==> src/rtl/multicycle_ctrl_fsm.sv <==
// Multi-cycle MIPS control sequencer: FETCH/DECODE/EXEC/MEM/WB walk with
// memory-ready stalls, wait-cycle timeout trap and illegal-opcode trap.
//
// Ports:
//   clk, rst_n        clock (rising edge), synchronous active-low reset
//   OPCode[5:0]       IR[31:26], looked at in DECODE and MEMADR only
//   Zero              ALU zero flag, qualifies the beq PC load
//   mem_ready         shared memory finishes the current access this cycle
//   PCWrite..PCSource datapath strobes and mux selects, decoded from state
//   state[3:0]        current state encoding (debug)
//   illegal_op        sticky: unsupported opcode reached DECODE
//   mem_err           sticky: memory wait exceeded TIMEOUT cycles
module multicycle_ctrl_fsm #(
    parameter int TIMEOUT = 16,
    parameter int CNT_W   = 5
) (
    input  logic       clk,
    input  logic       rst_n,
    input  logic [5:0] OPCode,
    input  logic       Zero,
    input  logic       mem_ready,
    output logic       PCWrite,
    output logic       PCWriteCond,
    output logic       IorD,
    output logic       MemRead,
    output logic       MemWrite,
    output logic       IRWrite,
    output logic       MemtoReg,
    output logic       RegDst,
    output logic       RegWrite,
    output logic       ALUSrcA,
    output logic [1:0] ALUSrcB,
    output logic [1:0] ALUop,
    output logic [1:0] PCSource,
    output logic [3:0] state,
    output logic       illegal_op,
    output logic       mem_err
);

    typedef enum logic [3:0] {
        S_FETCH  = 4'd0,
        S_DECODE = 4'd1,
        S_MEMADR = 4'd2,
        S_MEMRD  = 4'd3,
        S_MEMWB  = 4'd4,
        S_MEMWR  = 4'd5,
        S_REXEC  = 4'd6,
        S_RWB    = 4'd7,
        S_BRANCH = 4'd8,
        S_JUMP   = 4'd9,
        S_IEXEC  = 4'd10,
        S_IWB    = 4'd11,
        S_TRAP   = 4'd12
    } state_e;

    localparam logic [5:0] OP_RTYPE = 6'b000000;
    localparam logic [5:0] OP_J     = 6'b000010;
    localparam logic [5:0] OP_BEQ   = 6'b000100;
    localparam logic [5:0] OP_ADDI  = 6'b001000;
    localparam logic [5:0] OP_LW    = 6'b100011;
    localparam logic [5:0] OP_SW    = 6'b101011;

    localparam logic [CNT_W-1:0] CNT_LAST = CNT_W'(TIMEOUT - 1);

    state_e           state_q, state_d;
    logic [CNT_W-1:0] cnt_q, cnt_d;
    logic             illegal_q, illegal_d;
    logic             mem_err_q, mem_err_d;

    logic       pcw_s, pcwc_s, iord_s, mrd_s, mwr_s, irw_s;
    logic       m2r_s, rdst_s, rw_s, asa_s;
    logic [1:0] asb_s, aluop_s, pcsrc_s;
    logic       is_mem;

    always_ff @(posedge clk) begin
        if (!rst_n) begin
            state_q   <= S_FETCH;
            cnt_q     <= '0;
            illegal_q <= 1'b0;
            mem_err_q <= 1'b0;
        end else begin
            state_q   <= state_d;
            cnt_q     <= cnt_d;
            illegal_q <= illegal_d;
            mem_err_q <= mem_err_d;
        end
    end

    always_comb begin
        state_d   = state_q;
        cnt_d     = '0;
        illegal_d = illegal_q;
        mem_err_d = mem_err_q;
        pcw_s     = 1'b0;
        pcwc_s    = 1'b0;
        iord_s    = 1'b0;
        mrd_s     = 1'b0;
        mwr_s     = 1'b0;
        irw_s     = 1'b0;
        m2r_s     = 1'b0;
        rdst_s    = 1'b0;
        rw_s      = 1'b0;
        asa_s     = 1'b0;
        asb_s     = 2'd0;
        aluop_s   = 2'd0;
        pcsrc_s   = 2'd0;
        is_mem    = 1'b0;

        unique case (state_q)
            S_FETCH: begin
                is_mem = 1'b1;
                mrd_s  = 1'b1;
                asb_s  = 2'd1;
                irw_s  = mem_ready;
                pcw_s  = mem_ready;
                if (mem_ready) state_d = S_DECODE;
            end
            S_DECODE: begin
                asb_s = 2'd3;
                unique case (OPCode)
                    OP_LW, OP_SW: state_d = S_MEMADR;
                    OP_RTYPE:     state_d = S_REXEC;
                    OP_BEQ:       state_d = S_BRANCH;
                    OP_J:         state_d = S_JUMP;
                    OP_ADDI:      state_d = S_IEXEC;
                    default: begin
                        state_d   = S_TRAP;
                        illegal_d = 1'b1;
                    end
                endcase
            end
            S_MEMADR: begin
                asa_s   = 1'b1;
                asb_s   = 2'd2;
                state_d = (OPCode == OP_SW) ? S_MEMWR : S_MEMRD;
            end
            S_MEMRD: begin
                is_mem = 1'b1;
                mrd_s  = 1'b1;
                iord_s = 1'b1;
                if (mem_ready) state_d = S_MEMWB;
            end
            S_MEMWB: begin
                rw_s    = 1'b1;
                m2r_s   = 1'b1;
                state_d = S_FETCH;
            end
            S_MEMWR: begin
                is_mem = 1'b1;
                mwr_s  = 1'b1;
                iord_s = 1'b1;
                if (mem_ready) state_d = S_FETCH;
            end
            S_REXEC: begin
                asa_s   = 1'b1;
                aluop_s = 2'd2;
                state_d = S_RWB;
            end
            S_RWB: begin
                rw_s    = 1'b1;
                rdst_s  = 1'b1;
                state_d = S_FETCH;
            end
            S_BRANCH: begin
                asa_s   = 1'b1;
                aluop_s = 2'd1;
                pcwc_s  = Zero;
                pcsrc_s = 2'd1;
                state_d = S_FETCH;
            end
            S_JUMP: begin
                pcw_s   = 1'b1;
                pcsrc_s = 2'd2;
                state_d = S_FETCH;
            end
            S_IEXEC: begin
                asa_s   = 1'b1;
                asb_s   = 2'd2;
                state_d = S_IWB;
            end
            S_IWB: begin
                rw_s    = 1'b1;
                state_d = S_FETCH;
            end
            S_TRAP: state_d = S_TRAP;
            default: state_d = S_TRAP;
        endcase

        // Counter clears by default; a ready on the last wait cycle
        // never reaches this branch, so it beats the timeout.
        if (is_mem && !mem_ready) begin
            if (cnt_q == CNT_LAST) begin
                state_d   = S_TRAP;
                mem_err_d = 1'b1;
            end else begin
                cnt_d = cnt_q + 1'b1;
            end
        end
    end

    // Strobes are gated by reset so an aborted instruction writes nothing.
    assign PCWrite     = rst_n & pcw_s;
    assign PCWriteCond = rst_n & pcwc_s;
    assign IorD        = rst_n & iord_s;
    assign MemRead     = rst_n & mrd_s;
    assign MemWrite    = rst_n & mwr_s;
    assign IRWrite     = rst_n & irw_s;
    assign MemtoReg    = rst_n & m2r_s;
    assign RegDst      = rst_n & rdst_s;
    assign RegWrite    = rst_n & rw_s;
    assign ALUSrcA     = rst_n & asa_s;
    assign ALUSrcB     = rst_n ? asb_s : 2'd0;
    assign ALUop       = rst_n ? aluop_s : 2'd0;
    assign PCSource    = rst_n ? pcsrc_s : 2'd0;
    assign state       = state_q;
    assign illegal_op  = illegal_q;
    assign mem_err     = mem_err_q;

endmodule

==> config.mk <==
export PLATFORM = sky130hd
export DESIGN_NAME = multicycle_ctrl_fsm
export DESIGN_NICKNAME = d
export VERILOG_FILES = /design/src/rtl/multicycle_ctrl_fsm.sv
export SDC_FILE = /design/constraint.sdc
export NUM_CORES = 1
export LEC_CHECK = 0
export CAP_MARGIN = 20
export CELL_PAD_IN_SITES_DETAIL_PLACEMENT = 1
export CELL_PAD_IN_SITES_GLOBAL_PLACEMENT = 1
export CORE_AREA = 2 2 56 58
export DETAILED_ROUTE_END_ITERATION = 10
export DIE_AREA = 0 0 58 60
export PLACE_DENSITY_LB_ADDON = 0.1
export SYNTH_ARGS = -nofsm -noshare
export SYNTH_HDL_FRONTEND = slang
export SYNTH_SLANG_ARGS = --single-unit
export TNS_END_PERCENT = 100
==> constraint.sdc <==
create_clock -name clk -period 2.3 [get_ports clk]
set_input_delay 0.69 -clock clk [delete_from_list [all_inputs] [get_ports clk]]
set_output_delay 0.69 -clock clk [all_outputs]
set_load 0.02 [all_outputs]
==> flow_summary.json, run 1 <==
{
  "met2_track_utilization_from_global_routing": 0.357,
  "p_clk_frac": 0.172,
  "net_switching_power_uw": 273,
  "number_of_max_cap_violations": 0,
  "finalWeightedCongestion": 0.832,
  "synth-seq-area-share": 0.262,
  "number_of_synthesized_flops_with_an_enable_pin": 0,
  "netlist_top_cells_area": "dfxtp_1 26%, nor2_1 7.1%, nand2_1 4.5%",
  "final_net_count": 186,
  "cts_max_level": 1,
  "critPathArrivalTime_ns": 1.57,
  "synth.lib_cells_used.distinct": 41,
  "place.port_buffers": 31,
  "detail_route.vias_per_cell": 5.13,
  "power-per-cell-area_nw_per_um2": 501,
  "hold_viol": 0,
  "antenna_violations_before_repair": 0,
  "firstDrtPassIters": 4,
  "worstSetupEndpointType": "output port",
  "largest_net_degree_at_the_start_of_global_routing": 10,
  "worst_hold_slack_ns": 0.465,
  "cts.hold.buffers_added": 0,
  "crit_required_ns": 1.61,
  "antenna-diode-count": 0,
  "timing.setup.critical_path_class": "input pin to output port",
  "relSlewSlack": 0.755,
  "syn_avg_cell_area_um2": 7.57,
  "core_region_area_um2": 2900,
  "grt_util_met1": 0.231,
  "grt.total_usage": 0.189,
  "route.detailed.drc": 0,
  "cellLeakagePower_nw": 0.660,
  "ys_dominant_reg_cell": "dfxtp_1",
  "grt.busiest_layer": "met2",
  "ctsRootBufferMaster": "clkbuf_4",
  "combPwrFrac": 0.512,
  "yosysWarningCount": 0,
  "achievable_clock_frequency_ghz": 0.442,
  "antenna_violating_nets_post_route": 0,
  "detailed_route_iter0_violations": 18,
  "vias_after_detailed_routing": 1056,
  "maxSlewViolCount": 0,
  "post-synth-top-count-cell": "nor2_1",
  "power_report.internal_total_uw": 461,
  "placementRows": 20,
  "rsz_0062_raised_after_global_routing": "true",
  "post-route-period-util": 0.985,
  "tritoncts_clock_tree": "built",
  "netlist_top_cells_count": "16 x nor2_1, 11 x dfxtp_1, 10 x nand2_1",
  "drt-wirelength-per-cell_um": 14.9,
  "clk_path_buf_depth": 2,
  "gr-total-overflow": 0,
  "syn_area_um2": 841,
  "run_status": "complete, no violations",
  "critPathMaxFanout": 2,
  "design.die.area_um2": 3480,
  "final.setup_skew_ns": 0.00282,
  "floorplan.io_pins": 32,
  "synthDominantAreaCellType": "dfxtp_1",
  "final_period_minus_worst_setup_slack_ns": 2.26,
  "vdd_ir_drop_max_uv": 531,
  "report.final.setup_viol": 0,
  "tritoncts.num_buffers": 3,
  "drive_gt1_frac": 0.405,
  "chipWidth_um": 58,
  "place_hpwl_um": 2370,
  "syn2layout_area_growth_pct": 74.3,
  "worstMarginPinSlew_ns": 0.368,
  "groute.layer.met3.usage": 0.0346,
  "clock_latency_ns": 0.26,
  "p_sw_frac": 0.372,
  "async_flop_share": 0,
  "route.final.wire_length_um": 3060,
  "summed_negative_setup_slack_over_all_endpoints_ns": 0,
  "start_util": 0.290,
  "total_power_uw": 734,
  "synth_top_cell_area_share": 0.262,
  "crit_path_start_kind": "input pin",
  "path_clk_slew_ns": 0.06,
  "floorplan.die.height_um": 60,
  "grt_pass1_vias": 1099,
  "synth_nets": 123,
  "first_pass_grt_wire_length_um": 5100,
  "synth-seq-cells": 11,
  "syn_inst": 111,
  "power_frac_seq": 0.316,
  "worst_hold_path_class": "flip-flop to flip-flop",
  "clock_sinks": 11
}
[stage by stage]
stage	setup WS, ns	instance area (um2)	cells	utilization
2_1_floorplan	0.00525	870	111	-
3_3_place_gp	-0.820	1400	198	0.482
3_5_place_dp	-0.860	1400	198	0.482
4_1_cts	-0.0204	1460	206	0.503
5_1_grt	-0.0249	1470	206	0.505
6_report	0.0355	1470	206	0.505
[worst max-delay path, stage by stage]
cell	delay [ns]
buf_8	0.08
nand2b_4	0.05
or2_4	0.26
buf_4	0.14
nor2_2	0.09
and2_1	0.15
buf_6	0.11
[cells by family (layout without fill, tap and decap cells)]
kind of cell | count (synthesis) | after routing | synth area share
AO/OA/AOI/OAI | 22 | 22 | 0.204
XOR/XNOR | 4 | 4 | 0.0417
adder cells (fa/ha/maj) | 3 | 3 | 0.0431
buffers and inverters | 12 | 74 | 0.0699
flip-flops | 11 | 11 | 0.262
multiplexers | 1 | 1 | 0.0134
AND/OR/NAND/NOR | 58 | 58 | 0.366
[layout make-up]
type                    count  area [um2]
inverters                   7        30.0
clock buffers               4        26.3
well taps                  33        41.3
fillers                   368        1440
repair buffers             63         524
multi-input cells          88         616
flip-flops and latches     11         228
[state kept, by name, summed over array words and instances, names as in the netlist]
register and flops:
mem_err 1, cnt_q 5, illegal_op 1, state 4
[cell usage in the layout, fill, tap and decap left out, drive strengths merged, types with 2 or more instances in the layout]
cell,Yosys,final
a21oi,5,5
a31oi,2,2
and2,2,2
and3,4,4
buf,4,40
clkbuf,1,6
clkdlybuf4s50,0,13
dfxtp,11,11
dlygate4sd2,0,7
ha,2,2
inv,7,6
nand2,10,10
nand2b,6,6
nand3,3,3
nor2,16,16
nor2b,4,4
nor3,4,4
o21a,2,2
o21ai,3,3
or2,2,2
xnor2,3,3
[power by group through the flow]
stage	sequential (mW)	clock [mW]	combinational (mW)
after CTS	0.231	0.134	0.375
after global routing	0.235	0.141	0.406
after detailed placement	0.234	0	0.367
after global placement	0.232	0	0.358
after floorplan	0.232	0	0.176
final	0.232	0.126	0.376
[path summary, 6_finish.rpt]
kind | start | depth (start not counted) | slack [ns] | end
setup reg to reg | cnt_q[0] | 6 | 0.42 | state[2]
setup / recovery | rst_n | 7 | 0.04 | PCWriteCond
hold reg to reg | cnt_q[0] | 1 | 0.46 | cnt_q[0]
hold / removal | cnt_q[0] | 1 | 0.46 | cnt_q[0]
[metal layers]
metal | up-vias | wire length [um]
li1 | 517 | -
met1 | 509 | 1270
met2 | 30 | 1630
met3 | 0 | 159
met4 | 0 | 0
met5 | - | 0
[what timing repair did]
action	in CTS	in global routing
endpoints found under the setup margin	16	7
buffers inserted	4	0
pin swaps	4	2
gates resized for setup	64	9
(Power assumes the default switching activity.)
==> run 2, diff against run 1 <==
REMOVE_ABC_BUFFERS = 1   (was default)
==> flow_summary.json, run 2 (synthesized netlist as in run 1, its figures left out) <==
{
  "run_status": "complete, no violations",
  "critPathMaxFanout": 3,
  "crit_path_max_incr_delay_ns": 0.26,
  "gr-total-overflow": 0,
  "final_period_minus_worst_setup_slack_ns": 2.24,
  "crit_slowest_cell": "or2_4",
  "total_power_uw": 713,
  "report.final.setup_viol": 0,
  "layout_commonest_cell": "buf_4",
  "final_net_count": 180,
  "rsz_0062_raised_after_global_routing": "false",
  "detail_route.vias_per_cell": 5.07,
  "clock_sinks": 11,
  "achievable_clock_frequency_ghz": 0.447,
  "route.detailed.drc": 0,
  "crit_required_ns": 1.61,
  "tritoncts.num_buffers": 3,
  "core_region_area_um2": 2900,
  "stdcell_area_um2": 1400,
  "ctsRootBufferMaster": "clkbuf_4",
  "number_of_max_cap_violations": 0,
  "path_clk_slew_ns": 0.07,
  "antenna_violating_nets_post_route": 0,
  "timing.setup.critical_path_class": "input pin to output port",
  "antenna-diode-count": 0,
  "placementRows": 20,
  "post-route-period-util": 0.972,
  "detailed_route_iter0_violations": 13,
  "reg2reg_setup_slack_ns": 0.51,
  "place_hpwl_um": 2370,
  "largest_net_degree_at_the_start_of_global_routing": 13,
  "worst_r2r_startpoint": "cnt_q[0]",
  "registers.top_by_ff_count": "cnt_q",
  "design.die.area_um2": 3480,
  "grt_pass1_vias": 1035,
  "cellLeakagePower_nw": 0.621,
  "final.setup_skew_ns": 0.00553,
  "summed_negative_setup_slack_over_all_endpoints_ns": 0,
  "place.port_buffers": 31,
  "floorplan.io_pins": 32,
  "chipWidth_um": 58,
  "final_cell_mix": "25 x buf_4, 14 x nor2_1, 13 x clkdlybuf4s50_1",
  "antenna_violations_before_repair": 0,
  "cts_max_level": 1,
  "hold_viol": 0,
  "worstPathCellList": "buf_6 -> nand2b_1 -> or2_4 -> buf_6 -> nor2_4 -> and2_4 -> buf_6",
  "route.final.wire_length_um": 2930,
  "critPathArrivalTime_ns": 1.55,
  "cts.hold.buffers_added": 0,
  "firstDrtPassIters": 3,
  "power-per-cell-area_nw_per_um2": 510,
  "relSlewSlack": 0.741,
  "postLayoutCoreUtil": 0.481,
  "critical_path.most_common_cell": "buf_6",
  "worst_hold_path_class": "flip-flop to flip-flop",
  "drive_gt1_frac": 0.347,
  "largest_register_ff_count": 5,
  "worstMarginPinSlew_ns": 0.384,
  "finalWeightedCongestion": 0.863,
  "crit_path_start": "rst_n",
  "worst-path-buf-inv": 3,
  "worst_slack_ns": 0.0634,
  "placed_cell_area_um2": 1350,
  "first_pass_grt_wire_length_um": 4910,
  "maxSlewViolCount": 0,
  "start_util": 0.290,
  "clk_path_buf_depth": 2,
  "hold_start": "cnt_q[0]",
  "vdd_ir_drop_max_uv": 431,
  "drt-wirelength-per-cell_um": 14.6,
  "tritoncts_clock_tree": "built",
  "crit_path_start_kind": "input pin",
  "place_worst_setup_slack_ns": -0.980,
  "floorplan.die.height_um": 60,
  "worstSetupEndpointType": "output port",
  "grt.total_usage": 0.178,
  "vias_after_detailed_routing": 1013,
  "clock_latency_ns": 0.26,
  "syn2layout_area_growth_pct": 66.1,
  "cp_top_family": "simple AND/OR/NAND/NOR gates"
}
==> run 2: worst reg2reg max path, delay by kind of cell (launching register included) <==
family / cells / cell delay [ns]
AO/OA/AOI/OAI: 3 / 0.71
AND/OR/NAND/NOR: 1 / 0.19
adder cells (fa/ha/maj): 2 / 0.44
flip-flops: 1 / 0.33
==> run 2: cell type report <==
cell class                      count  area [um2]
Tap cell                           33        41.3
Timing Repair Buffer               57         478
Clock buffer                        4        26.3
Multi-Input combinational cell     88         602
Fill cell                         386        1510
Sequential cell                    11         223
Inverter                            7        26.3
==> run 2: worst paths after layout <==
path | endpoint | cells past startpoint
setup reg to reg | state[2] | 6
hold reg to reg | cnt_q[0] | 1
setup / recovery | PCWriteCond | 7
hold / removal | cnt_q[0] | 1
==> run 2: power by group <==
part / total, mW / leakage, nW / internal, mW / switching (mW)
sequential: 0.232 / 0.0902 / 0.207 / 0.0247
combinational: 0.355 / 0.516 / 0.174 / 0.182
clock: 0.126 / 0.0150 / 0.0670 / 0.0586
==> run 2: through the flow <==
stage          instances  hold slack (ns)
6_report             200            0.454
5_1_grt              200            0.473
4_1_cts              200            0.465
3_5_place_dp         195            0.451
3_3_place_gp         195            0.431
2_1_floorplan        106            0.418
==> run 2: layer usage <==
metal / wire (um) / up-vias / part of all wire / GRT usage
li1: - / 505 / - / -
met3: 88 / 2 / 0.030 / 0.0152
met1: 1310 / 487 / 0.45 / 0.233
met5: 0 / - / 0 / 0
met4: 10 / 0 / 0.0034 / 0.0233
met2: 1520 / 19 / 0.52 / 0.326
==> run 2: timing repair <==
action	4_1_cts	5_1_grt
gates resized for setup	64	7
setup buffers	1	0
endpoints found under the setup margin	16	6
pin swaps	4	3
gates cloned	0	0
